## src/rtl/score_uart_formatter.sv

```systemverilog
// score_uart_formatter: captures a 16-bit score, converts it to decimal and streams "<PREFIX><SEP>DDDDD\r\n" to a byte transmitter
//   CLK       in   system clock
//   RST       in   asynchronous active-high reset
//   START     in   frame request, honoured only when idle
//   SCORE     in   16-bit unsigned score, captured with START
//   TX_READY  in   transmitter ready
//   TX_SEND   out  one-cycle byte strobe
//   TX_DATA   out  byte presented to the transmitter
//   BUSY      out  frame in progress
//   DONE      out  one-cycle pulse when the last byte is accepted
module score_uart_formatter #(
    parameter logic [7:0] PREFIX = 8'h53,
    parameter logic [7:0] SEP    = 8'h3A
) (
    input  logic        CLK,
    input  logic        RST,
    input  logic        START,
    input  logic [15:0] SCORE,
    input  logic        TX_READY,
    output logic        TX_SEND,
    output logic [7:0]  TX_DATA,
    output logic        BUSY,
    output logic        DONE
);
    typedef enum logic [1:0] {IDLE, CONVERT, ISSUE, WAIT} state_t;
    state_t state, state_nxt;
    logic [15:0] bin_q;
    logic [19:0] bcd_q, bcd_adj, bcd_sh;
    logic [4:0]  iter_q;
    logic [3:0]  idx_q, idx_nxt;
    logic [2:0]  dig_sel;
    logic [7:0]  byte_nxt;
    logic        last;
    // double-dabble add-3 correction on every nibble before the shift
    for (genvar n = 0; n < 5; n++) begin : g_adj
        assign bcd_adj[n*4 +: 4] = bcd_q[n*4 +: 4] >= 4'd5 ? bcd_q[n*4 +: 4] + 4'd3 : bcd_q[n*4 +: 4];
    end
    assign idx_nxt  = idx_q + 4'd1;
    assign last     = idx_q == 4'd8;
    // bytes 2..6 map to nibbles 4..0, ten-thousands first
    assign dig_sel  = 3'(4'd6 - idx_nxt);
    assign bcd_sh   = bcd_q >> {dig_sel, 2'b00};
    assign byte_nxt = idx_nxt == 4'd1 ? SEP :
                      idx_nxt == 4'd7 ? 8'h0D :
                      idx_nxt == 4'd8 ? 8'h0A : {4'h3, bcd_sh[3:0]};
    assign BUSY     = state != IDLE;
    always_ff @(posedge CLK or posedge RST) begin
        if (RST) state <= IDLE;
        else     state <= state_nxt;
    end
    always_comb begin
        state_nxt = state;
        TX_SEND   = 1'b0;
        DONE      = 1'b0;
        case (state)
            IDLE:    state_nxt = START ? CONVERT : IDLE;
            CONVERT: state_nxt = iter_q == 5'd15 ? ISSUE : CONVERT;
            ISSUE: begin
                TX_SEND   = TX_READY;
                state_nxt = TX_READY ? WAIT : ISSUE;
            end
            default: begin
                DONE      = TX_READY && last;
                state_nxt = !TX_READY ? WAIT : last ? IDLE : ISSUE;
            end
        endcase
    end
    always_ff @(posedge CLK or posedge RST) begin
        if (RST) begin
            bin_q   <= '0;
            bcd_q   <= '0;
            iter_q  <= '0;
            idx_q   <= '0;
            TX_DATA <= '0;
        end else begin
            if (state == IDLE && START) begin
                bin_q  <= SCORE;
                bcd_q  <= '0;
                iter_q <= '0;
            end
            if (state == CONVERT) begin
                {bcd_q, bin_q} <= {bcd_adj, bin_q} << 1;
                iter_q         <= iter_q + 5'd1;
                if (iter_q == 5'd15) begin
                    idx_q   <= '0;
                    TX_DATA <= PREFIX;
                end
            end
            // TX_DATA only moves with the index, so it is stable for the whole ISSUE stretch
            if (state == WAIT && TX_READY && !last) begin
                idx_q   <= idx_nxt;
                TX_DATA <= byte_nxt;
            end
        end
    end
endmodule

```

## config.mk

```make
export PLATFORM = sky130hd
export DESIGN_NAME = score_uart_formatter
export DESIGN_NICKNAME = d
export VERILOG_FILES = /design/src/rtl/score_uart_formatter.sv
export SDC_FILE = /design/constraint.sdc
export NUM_CORES = 1
export LEC_CHECK = 0
export ABC_AREA = 1
export CAP_MARGIN = 10
export CORE_MARGIN = 8
export CORE_UTILIZATION = 36
export DETAILED_ROUTE_END_ITERATION = 6
export PLACE_DENSITY = 0.59
export SYNTH_ARGS = -nofsm -noshare
export SYNTH_HDL_FRONTEND = slang
export SYNTH_SLANG_ARGS = --single-unit
export TNS_END_PERCENT = 10
```

## constraint.sdc

```tcl
create_clock -name CLK -period 1.9 [get_ports CLK]
set_clock_uncertainty 0.1 [all_clocks]
set_input_delay 0.19 -clock CLK [delete_from_list [all_inputs] [get_ports CLK]]
set_output_delay 0.19 -clock CLK [all_outputs]
set_load 0.01 [all_outputs]
```

==> key figures, run 1 <==
Setup path
  • Req. time, crit path: 1.61 ns
  • Crit path DAT: 1.53 ns
  • Crit Path Max Fanout: 5
  • Worst setup SP type: flip-flop
  • Setup crit end kind: output pin
  • Crit path kind: flip-flop to output pin

Drt
  • Pre-antenna DRT Iters: 4
  • DRC: 0
  • Routed Wire Length: 6650 um
  • 1st-iter DRT viols: 108
  • Wire length per cell: 12.9 um
  • ANT nets after route: 0
  • DR vias: 2582
  • Post-DR vias/cell: 5.00

Flow run
  • Max-Cap Viols: 0

Power
  • PwrDens: 1540 nW/um^2
  • Total power: 5550 uW
  • Max VDD drop: 0.000541 V
  • Leakage: 0.00170 uW

Synth
  • Post-Syn Instances: 373
  • Count of cell types in the netlist: 31
  • Syn avg cell area: 8.24 sq um
  • Syn Nets: 409
  • Register area share after synthesis: 44.0%
  • Synth Warn #: 0
  • Mapped Area: 3070 sq um
  • Yosys reg bits: 54

Clock network
  • Htree depth: 2
  • CTS tree: yes
  • Root Driver: clkbuf_8
  • Clk_lat worst skew: 0.31 ns
  • Number of clock sinks: 54
  • Hold-fix buffers at CTS: 0
  • CTS Buf Count: 5
  • Clk buf depth: 2
  • Reg clk slew, reported paths: 0.10 ns

Layout
  • Fin util: 43.8%
  • Fin cells: 516
  • Commonest cells after routing, fill and taps aside: 80 x nand2_1, 53 x dfrtp_1, 47 x inv_1
  • Ratio of cells with drive above 1 in the final layout: 12.7%
  • Synthesis-to-finish area growth: 17.6%
  • Commonest non-fill, non-tap cell in the layout: nand2_1
  • Layout net count: 446
  • N_diodes: 0

Place
  • PortBufs: 29
  • GPL Wtd Cong: 0.826
  • Placed insts: 508
  • HPWL after DPL: 4700 um

Timing
  • Highest Clock Rate: 0.550 GHz
  • Fin crit share: 95.8%
  • Final hold violation count: 0
  • Setup Viol. Count Final: 0
  • WHS: 0.130 ns
  • Final critical-path required period: 1.82 ns
  • RSZ-0062 raised after global routing: no
  • Final Max Tran Viols: 0
  • Final TNS setup: 0 ns

GRT
  • GR Overflow Total: 0
  • Initial antenna violation count: 0
  • Vias in the first global route: 2654
  • Global-route wire length before repair: 11800 um
  • Largest net degree at the start of global routing: 55
  • GR Util All Layers: 12.0%

Floorplanning
  • Die area: 11700 sq um
  • Die height: 108 um
  • Rows: 33
  • Width of the die: 108 um
  • Initial Util: 37.2%
  • Core area: 8260 sq um
  • Ports: 31

Hold path
  • Worst hold path type: input port to asynchronous set/reset pin

Outcome
  • Outcome: complete, no violations
flip-flops by register name, summed over array words and instances, names as in the netlist:
| register | flops |
|---|---|
| bcd_q | 20 |
| TX_DATA | 7 |
| iter_q | 5 |
| state | 2 |
| idx_q | 4 |
| bin_q | 16 |
stage by stage:
step	area [sq um]	setup slack (ns)
3_5_place_dp	3520	0.0439
3_3_place_gp	3520	0.0730
6_report	3610	0.0805
5_1_grt	3610	0.00674
4_1_cts	3610	0.0119
2_1_floorplan	3070	0.194
layer usage:
| metal | GRT usage (%) | up-vias | wire length (um) |
|---|---|---|---|
| met5 | 0 | - | 0 |
| met4 | 2.74 | 0 | 50 |
| met3 | 3.15 | 5 | 361 |
| met2 | 19.6 | 49 | 2930 |
| met1 | 15.5 | 1213 | 3300 |
| li1 | - | 1315 | - |
power breakdown:
| group | leakage (uW) | total (uW) | switching (uW) | internal [uW] |
|---|---|---|---|---|
| combinational | 0.00100 | 2830 | 1670 | 1160 |
| sequential | 0.000655 | 2050 | 371 | 1680 |
| clock | 0.0000441 | 667 | 407 | 260 |
| total | 0.00170 | 5550 | 2450 | 3100 |
layout make-up:
class	count	area, sq um
multi-input combinational	255	1440
tap	105	131
clock buffer	5	68.8
clock inverter	3	21.3
inverter	53	204
sequential	54	1350
fill	839	4640
timing repair buffer	41	399
synth_stat cells:
library cell,count,area share [%]
a21oi_1,13,2.1
a21oi_2,9,2.6
a22o_1,1,0.29
a32o_1,1,0.33
buf_12,1,0.65
buf_2,6,0.98
buf_4,2,0.49
buf_6,2,0.73
conb_1,1,0.12
dfrtp_1,54,44
ha_1,16,6.5
inv_1,48,5.9
inv_2,4,0.49
inv_6,1,0.29
nand2_1,80,9.8
nand2_2,2,0.41
nand2_4,1,0.37
nand3_1,35,5.7
nand3_2,1,0.33
nand3_4,1,0.57
nand4_1,9,1.8
nor2_1,13,1.6
nor2_4,1,0.37
nor3_1,2,0.33
o2111ai_1,1,0.29
o21ai_0,33,5.4
o21ai_1,5,0.81
o21ai_4,1,0.53
o22ai_1,18,3.7
or2_2,6,1.2
xor2_1,5,1.4
kinds of logic (layout without fill, tap and decap cells):
| kind of cell | after synthesis | count (layout) | synth area share, % |
|---|---|---|---|
| buffers and inverters | 64 | 102 | 9.49 |
| and+or+nand+nor | 151 | 151 | 22.5 |
| AOI/OAI and AO/OA | 82 | 82 | 16.0 |
| other | 1 | 1 | 0.122 |
| xor gates and xnor gates | 5 | 5 | 1.43 |
| DFF | 54 | 54 | 44.0 |
| adders and majority gates | 16 | 16 | 6.52 |
final timing paths:
check | from | to | slack, ns | cells after the start
setup / recovery | state[0] | TX_SEND | 0.08 | 4
hold / removal | RST | bin_q[3] | 0.13 | 3
setup reg to reg | idx_q[0] | TX_DATA[3] | 0.20 | 9
hold reg to reg | TX_DATA[2] | TX_DATA[2] | 0.39 | 2
max in group asynchronous | RST | bcd_q[8] | 1.31 | 3
min in group CLK | SCORE[0] | bin_q[0] | 0.34 | 3
timing repair:
item / CTS / global route
endpoints found under the setup margin: 2 / 6
setup buffers: 0 / 0
cloned: 0 / 0
gates resized for setup: 2 / 5
endpoints found under the hold margin: 0 / 0
worst max-delay path: stages, from the launching register on:
cell,delay (ns)
dfrtp_2,0.45
inv_1,0.09
nand3_1,0.08
inv_1,0.06
clkdlybuf4s50_1,0.53
Power figures use the tool's default switching activity.
==> run 2: changes to the inputs <==
--- a/config.mk
+++ b/config.mk
@@ -10,6 +10,7 @@
 export CORE_MARGIN = 8
 export CORE_UTILIZATION = 36
 export DETAILED_ROUTE_END_ITERATION = 6
+export HOLD_SLACK_MARGIN = 0.15
 export PLACE_DENSITY = 0.59
 export SYNTH_ARGS = -nofsm -noshare
 export SYNTH_HDL_FRONTEND = slang
==> key figures, run 2 (same netlist as run 1, synthesis figures left out) <==
Outcome
  • Outcome: complete, no violations (unchanged)

Setup path
  • Crit Path Max Fanout: 5 (unchanged)
  • Req. time, crit path: 1.61 ns (about the same)
  • Crit path kind: flip-flop to output pin (unchanged)
  • FF-to-FF End: TX_DATA[3] (unchanged)
  • Setup crit end kind: output pin (unchanged)
  • Worst r2r src: idx_q[0] (unchanged)
  • Minimum setup slack among reg-to-reg paths: 0.19 ns (was 0.20 ns)
  • Worst setup SP type: flip-flop (unchanged)
  • Worst R2R Path Depth: 9 (unchanged)
  • Crit path DAT: 1.52 ns (was 1.53 ns)

Layout
  • Layout net count: 447 (was 446)
  • Synthesis-to-finish area growth: 18.0% (was 17.6%)
  • Ratio of cells with drive above 1 in the final layout: 12.6% (was 12.7%)
  • Commonest cells after routing, fill and taps aside: 80 x nand2_1, 53 x dfrtp_1, 47 x inv_1 (unchanged)
  • Largest reg by FF count: bcd_q (unchanged)
  • Commonest non-fill, non-tap cell in the layout: nand2_1 (unchanged)
  • N_diodes: 0 (unchanged)
  • Largest registers: bcd_q (20), bin_q (16), TX_DATA (7) (unchanged)
  • Fillers: 838 (was 839)
  • Number of flip-flops in the largest register: 20 (unchanged)

Clock network
  • CTS tree: yes (unchanged)
  • Reg clk slew, reported paths: 0.10 ns (about the same)
  • Clk buf depth: 2 (unchanged)
  • Clk_lat worst skew: 0.31 ns (about the same)
  • Root Driver: clkbuf_8 (unchanged)
  • Number of clock sinks: 54 (unchanged)
  • CTS Buf Count: 5 (unchanged)
  • Post-CTS Setup Repair Bufs: 0 (unchanged)
  • Htree depth: 2 (unchanged)

Drt
  • Pre-antenna DRT Iters: 4 (unchanged)
  • 1st-iter DRT viols: 121 (was 108)
  • ANT nets after route: 0 (unchanged)
  • Wire length per cell: 12.9 um (about the same)
  • Routed Wire Length: 6670 um (was 6650 um)
  • DR vias: 2585 (was 2582)
  • DRC: 0 (unchanged)
  • Post-DR vias/cell: 5.00 (about the same)

Place
  • Pre-CTS setup slack: 0.0439 ns (unchanged)
  • PortBufs: 29 (unchanged)
  • HPWL after DPL: 4700 um (unchanged)
  • GPL Wtd Cong: 0.826 (unchanged)

Power
  • Total power: 5550 uW (about the same)
  • PwrDens: 1530 nW/um^2 (was 1540 nW/um^2)
  • Leakage: 0.00171 uW (was 0.00170 uW)
  • Max VDD drop: 0.000541 V (about the same)

Timing
  • Final critical-path required period: 1.81 ns (was 1.82 ns)
  • RSZ-0062 raised after global routing: no (unchanged)
  • Setup Viol. Count Final: 0 (unchanged)
  • WHS: 0.346 ns (was 0.130 ns)
  • Final hold violation count: 0 (unchanged)
  • Worst setup margin: 0.0852 ns (was 0.0805 ns)
  • Final Max Tran Viols: 0 (unchanged)
  • Final TNS setup: 0 ns (unchanged)
  • Highest Clock Rate: 0.551 GHz (was 0.550 GHz)
  • Fin crit share: 95.5% (was 95.8%)

GRT
  • Vias in the first global route: 2657 (was 2654)
  • Global-route wire length before repair: 11800 um (about the same)
  • Initial antenna violation count: 0 (unchanged)
  • Largest net degree at the start of global routing: 55 (unchanged)
  • GR Overflow Total: 0 (unchanged)
  • GR Util All Layers: 12.0% (about the same)

Floorplanning
  • Rows: 33 (unchanged)
  • Width of the die: 108 um (unchanged)
  • Core area: 8260 sq um (unchanged)
  • Die area: 11700 sq um (unchanged)
  • Initial Util: 37.2% (unchanged)
  • Ports: 31 (unchanged)
  • Die height: 108 um (unchanged)

Hold path
  • Worst Min Path Start: SCORE[0]
  • Worst hold path type: input port to flip-flop (was input port to asynchronous set/reset pin)
  • Hold Path Cell Cnt: 3
  • Hold EP: bin_q[0]

Flow run
  • Max-Cap Viols: 0 (unchanged)
-- run 2: worst max-delay path by stage --
stage / slack [ns] / from / end
finish: 0.09 / state[0] / TX_SEND
global route: 0.007 / state[0] / TX_SEND
CTS: 0.01 / idx_q[0] / DONE
detailed placement: 0.04 / TX_READY / DONE
global placement: 0.07 / TX_READY / DONE
floorplan: 0.19 / idx_q[0] / TX_DATA[0]
-- run 2: timing repair --
item                                    CTS  global route
endpoints found under the setup margin    2             6
resized for setup                         2             5
endpoints found under the hold margin     2             0
hold buffers                              1             0
-- run 2: layer usage --
layer	wire, um	part of all wire, %	track usage [%]	vias to the layer above
met5	0	0	0	-
met1	3310	50	15.5	1214
li1	-	-	-	1316
met2	2970	45	19.6	53
met3	365	5.5	3.15	2
met4	23	0.34	2.74	0
-- run 2: per-stage QoR --
| step | cell area [sq um] | util, % | std cells |
|---|---|---|---|
| after floorplan | 3070 | - | 373 |
| after global routing | 3620 | 43.9 | 517 |
| after CTS | 3620 | 43.8 | 517 |
| final | 3620 | 43.9 | 517 |
| after detailed placement | 3520 | 42.6 | 508 |
| after global placement | 3520 | 42.6 | 508 |
-- run 2: worst max-delay path, cell delays in order, from the launching register on --
cell	delay, ns
dfrtp_2	0.45
inv_1	0.09
nand3_1	0.08
inv_1	0.06
clkdlybuf4s50_1	0.53
-- run 2: layout make-up --
class	instances	area, sq um	area share, %
timing repair buffer	42	409	11.3
tap	105	131	3.63
inverter	53	204	5.63
clock inverter	3	21.3	0.587
multi-input combinational	255	1440	39.6
sequential	54	1350	37.3
clock buffer	5	68.8	1.90
-- run 2: power by group --
| group | leakage [uW] | switching (uW) | total [uW] | internal (uW) |
|---|---|---|---|---|
| clock | 0.0000441 | 403 | 663 | 260 |
| combinational | 0.00101 | 1670 | 2840 | 1170 |
| sequential | 0.000655 | 371 | 2050 | 1680 |
==> run 3: changes to the inputs <==
--- a/config.mk
+++ b/config.mk
@@ -12,6 +12,7 @@
 export DETAILED_ROUTE_END_ITERATION = 6
 export HOLD_SLACK_MARGIN = 0.15
 export PLACE_DENSITY = 0.59
+export SKIP_CTS_REPAIR_TIMING = 1
 export SYNTH_ARGS = -nofsm -noshare
 export SYNTH_HDL_FRONTEND = slang
 export SYNTH_SLANG_ARGS = --single-unit
==> key figures, run 3 (same netlist as run 1, synthesis figures left out) <==
Outcome
  • Outcome: complete, no violations (unchanged)

Floorplanning
  • Width of the die: 108 um (unchanged)
  • Rows: 33 (unchanged)
  • Initial Util: 37.2% (unchanged)
  • Ports: 31 (unchanged)
  • Die height: 108 um (unchanged)
  • Core area: 8260 sq um (unchanged)
  • Die area: 11700 sq um (unchanged)

Setup path
  • Largest stage delay, worst path: 0.53 ns (about the same)
  • Crit path DAT: 1.57 ns (was 1.52 ns)
  • Crit Path Max Fanout: 7 (was 5)
  • Setup crit end kind: output pin (unchanged)
  • Worst r2r src: idx_q[0] (unchanged)
  • Req. time, crit path: 1.61 ns (about the same)
  • Minimum setup slack among reg-to-reg paths: 0.20 ns (was 0.19 ns)
  • Slowest library cell on the worst path: clkdlybuf4s50_1 (unchanged)
  • Worst R2R Path Depth: 9 (unchanged)
  • FF-to-FF End: TX_DATA[3] (unchanged)
  • Cell Chain, Critical Path: inv_1, buf_4, nand2_1, clkdlybuf4s50_1 (was inv_1, nand3_1, inv_1, clkdlybuf4s50_1)
  • Crit path kind: flip-flop to output pin (unchanged)
  • Worst setup SP type: flip-flop (unchanged)

Timing
  • Final critical-path required period: 1.86 ns (was 1.81 ns)
  • Final Max Tran Viols: 0 (unchanged)
  • Final hold violation count: 0 (unchanged)
  • RSZ-0062 raised after global routing: yes (was no)
  • Highest Clock Rate: 0.537 GHz (was 0.551 GHz)
  • WHS: 0.132 ns (was 0.346 ns)
  • Setup Viol. Count Final: 0 (unchanged)
  • Fin crit share: 97.9% (was 95.5%)

Drt
  • ANT nets after route: 0 (unchanged)
  • Post-DR vias/cell: 5.01 (was 5.00)
  • Wire length per cell: 12.9 um (about the same)
  • 1st-iter DRT viols: 112 (was 121)
  • DR vias: 2587 (was 2585)
  • Routed Wire Length: 6680 um (was 6670 um)
  • Pre-antenna DRT Iters: 4 (unchanged)
  • DRC: 0 (unchanged)

Clock network
  • CTS tree: yes (unchanged)
  • Number of clock sinks: 54 (unchanged)
  • Htree depth: 2 (unchanged)
  • Clk_lat worst skew: 0.31 ns (about the same)
  • Clk buf depth: 2 (unchanged)
  • Root Driver: clkbuf_8 (unchanged)
  • Reg clk slew, reported paths: 0.10 ns (about the same)
  • CTS Buf Count: 5 (unchanged)

Layout
  • Largest registers: bcd_q (20), bin_q (16), TX_DATA (7) (unchanged)
  • Fillers: 837 (was 838)
  • Ratio of cells with drive above 1 in the final layout: 12.4% (was 12.6%)
  • Synthesis-to-finish area growth: 17.9% (was 18.0%)
  • Layout net count: 446 (was 447)
  • Number of flip-flops in the largest register: 20 (unchanged)
  • Commonest cells after routing, fill and taps aside: 80 x nand2_1, 53 x dfrtp_1, 47 x inv_1 (unchanged)
  • Fin util: 43.9% (about the same)
  • N_diodes: 0 (unchanged)
  • Largest reg by FF count: bcd_q (unchanged)
  • Commonest non-fill, non-tap cell in the layout: nand2_1 (unchanged)

GRT
  • GR Overflow Total: 0 (unchanged)
  • Vias in the first global route: 2654 (was 2657)
  • GR Util All Layers: 12.0% (about the same)
  • Initial antenna violation count: 0 (unchanged)
  • Global-route wire length before repair: 11800 um (about the same)
  • Largest net degree at the start of global routing: 55 (unchanged)

Power
  • Combinational power share: 51.1% (about the same)
  • Max VDD drop: 0.000541 V (about the same)
  • Reg power frac: 36.9% (about the same)
  • Internal power: 3110 uW (was 3100 uW)
  • Clock Power Share: 12.0% (about the same)
  • Leakage: 0.00172 uW (was 0.00171 uW)
  • Switching Power: 2440 uW (was 2450 uW)
  • Sw Ratio: 44.0% (was 44.1%)
  • PwrDens: 1530 nW/um^2 (about the same)

Hold path
  • Worst hold path type: input port to asynchronous set/reset pin (was input port to flip-flop)

Flow run
  • Max-Cap Viols: 0 (unchanged)

Place
  • GPL Wtd Cong: 0.826 (unchanged)
  • HPWL after DPL: 4700 um (unchanged)
  • PortBufs: 29 (unchanged)
==> run 3: worst max path at each step <==
stage	startpoint	end	slack [ns]	cells past startpoint
3_3_place_gp	TX_READY	DONE	0.07	4
3_5_place_dp	TX_READY	DONE	0.04	4
6_report	state[0]	BUSY	0.04	4
4_1_cts	idx_q[0]	DONE	-0.28	5
2_1_floorplan	idx_q[0]	TX_DATA[0]	0.19	10
5_1_grt	state[0]	BUSY	-0.04	4
==> run 3: layout make-up <==
type | count | area, sq um | share of cell area [%]
flip-flops and latches | 54 | 1350 | 37.3
repair buffers | 41 | 408 | 11.3
inverters | 53 | 204 | 5.63
clock inverters | 3 | 21.3 | 0.587
multi-input cells | 255 | 1440 | 39.7
well taps | 105 | 131 | 3.63
clock buffers | 5 | 68.8 | 1.90
==> run 3: layer usage <==
layer / vias to the layer above / share of wire (%) / wire length (um) / track usage, %
li1: 1313 / - / - / -
met1: 1222 / 50 / 3310 / 15.5
met2: 50 / 45 / 3000 / 19.6
met3: 2 / 5.2 / 350 / 3.15
met4: 0 / 0.34 / 23 / 2.74
met5: - / 0 / 0 / 0
==> run 3: power by group through the flow <==
stage | Clock (uW) | Sequential (uW) | Combinational (uW)
floorplan | 0 | 2020 | 2080
detailed placement | 0 | 2070 | 2840
global route | 738 | 2140 | 3260
CTS | 698 | 2050 | 2870
finish | 664 | 2050 | 2840
global placement | 0 | 2050 | 2790
==> run 3: critical path: cells and delay by family, from the launching register on <==
family,cells,cell delay (ns)
buffers and inverters,3,0.76
DFF,1,0.42
and+or+nand+nor,1,0.07
==> run 3: metrics by stage <==
stage,std cells,power [uW],setup slack (ns),area (sq um),setup TNS (ns)
2_1_floorplan,373,4100,0.194,3070,0
3_3_place_gp,508,4840,0.0730,3520,0
6_report,516,5550,0.0394,3620,0
3_5_place_dp,508,4910,0.0439,3520,0
4_1_cts,516,5610,-0.283,3610,-0.316
5_1_grt,516,6140,-0.0426,3620,-0.0426
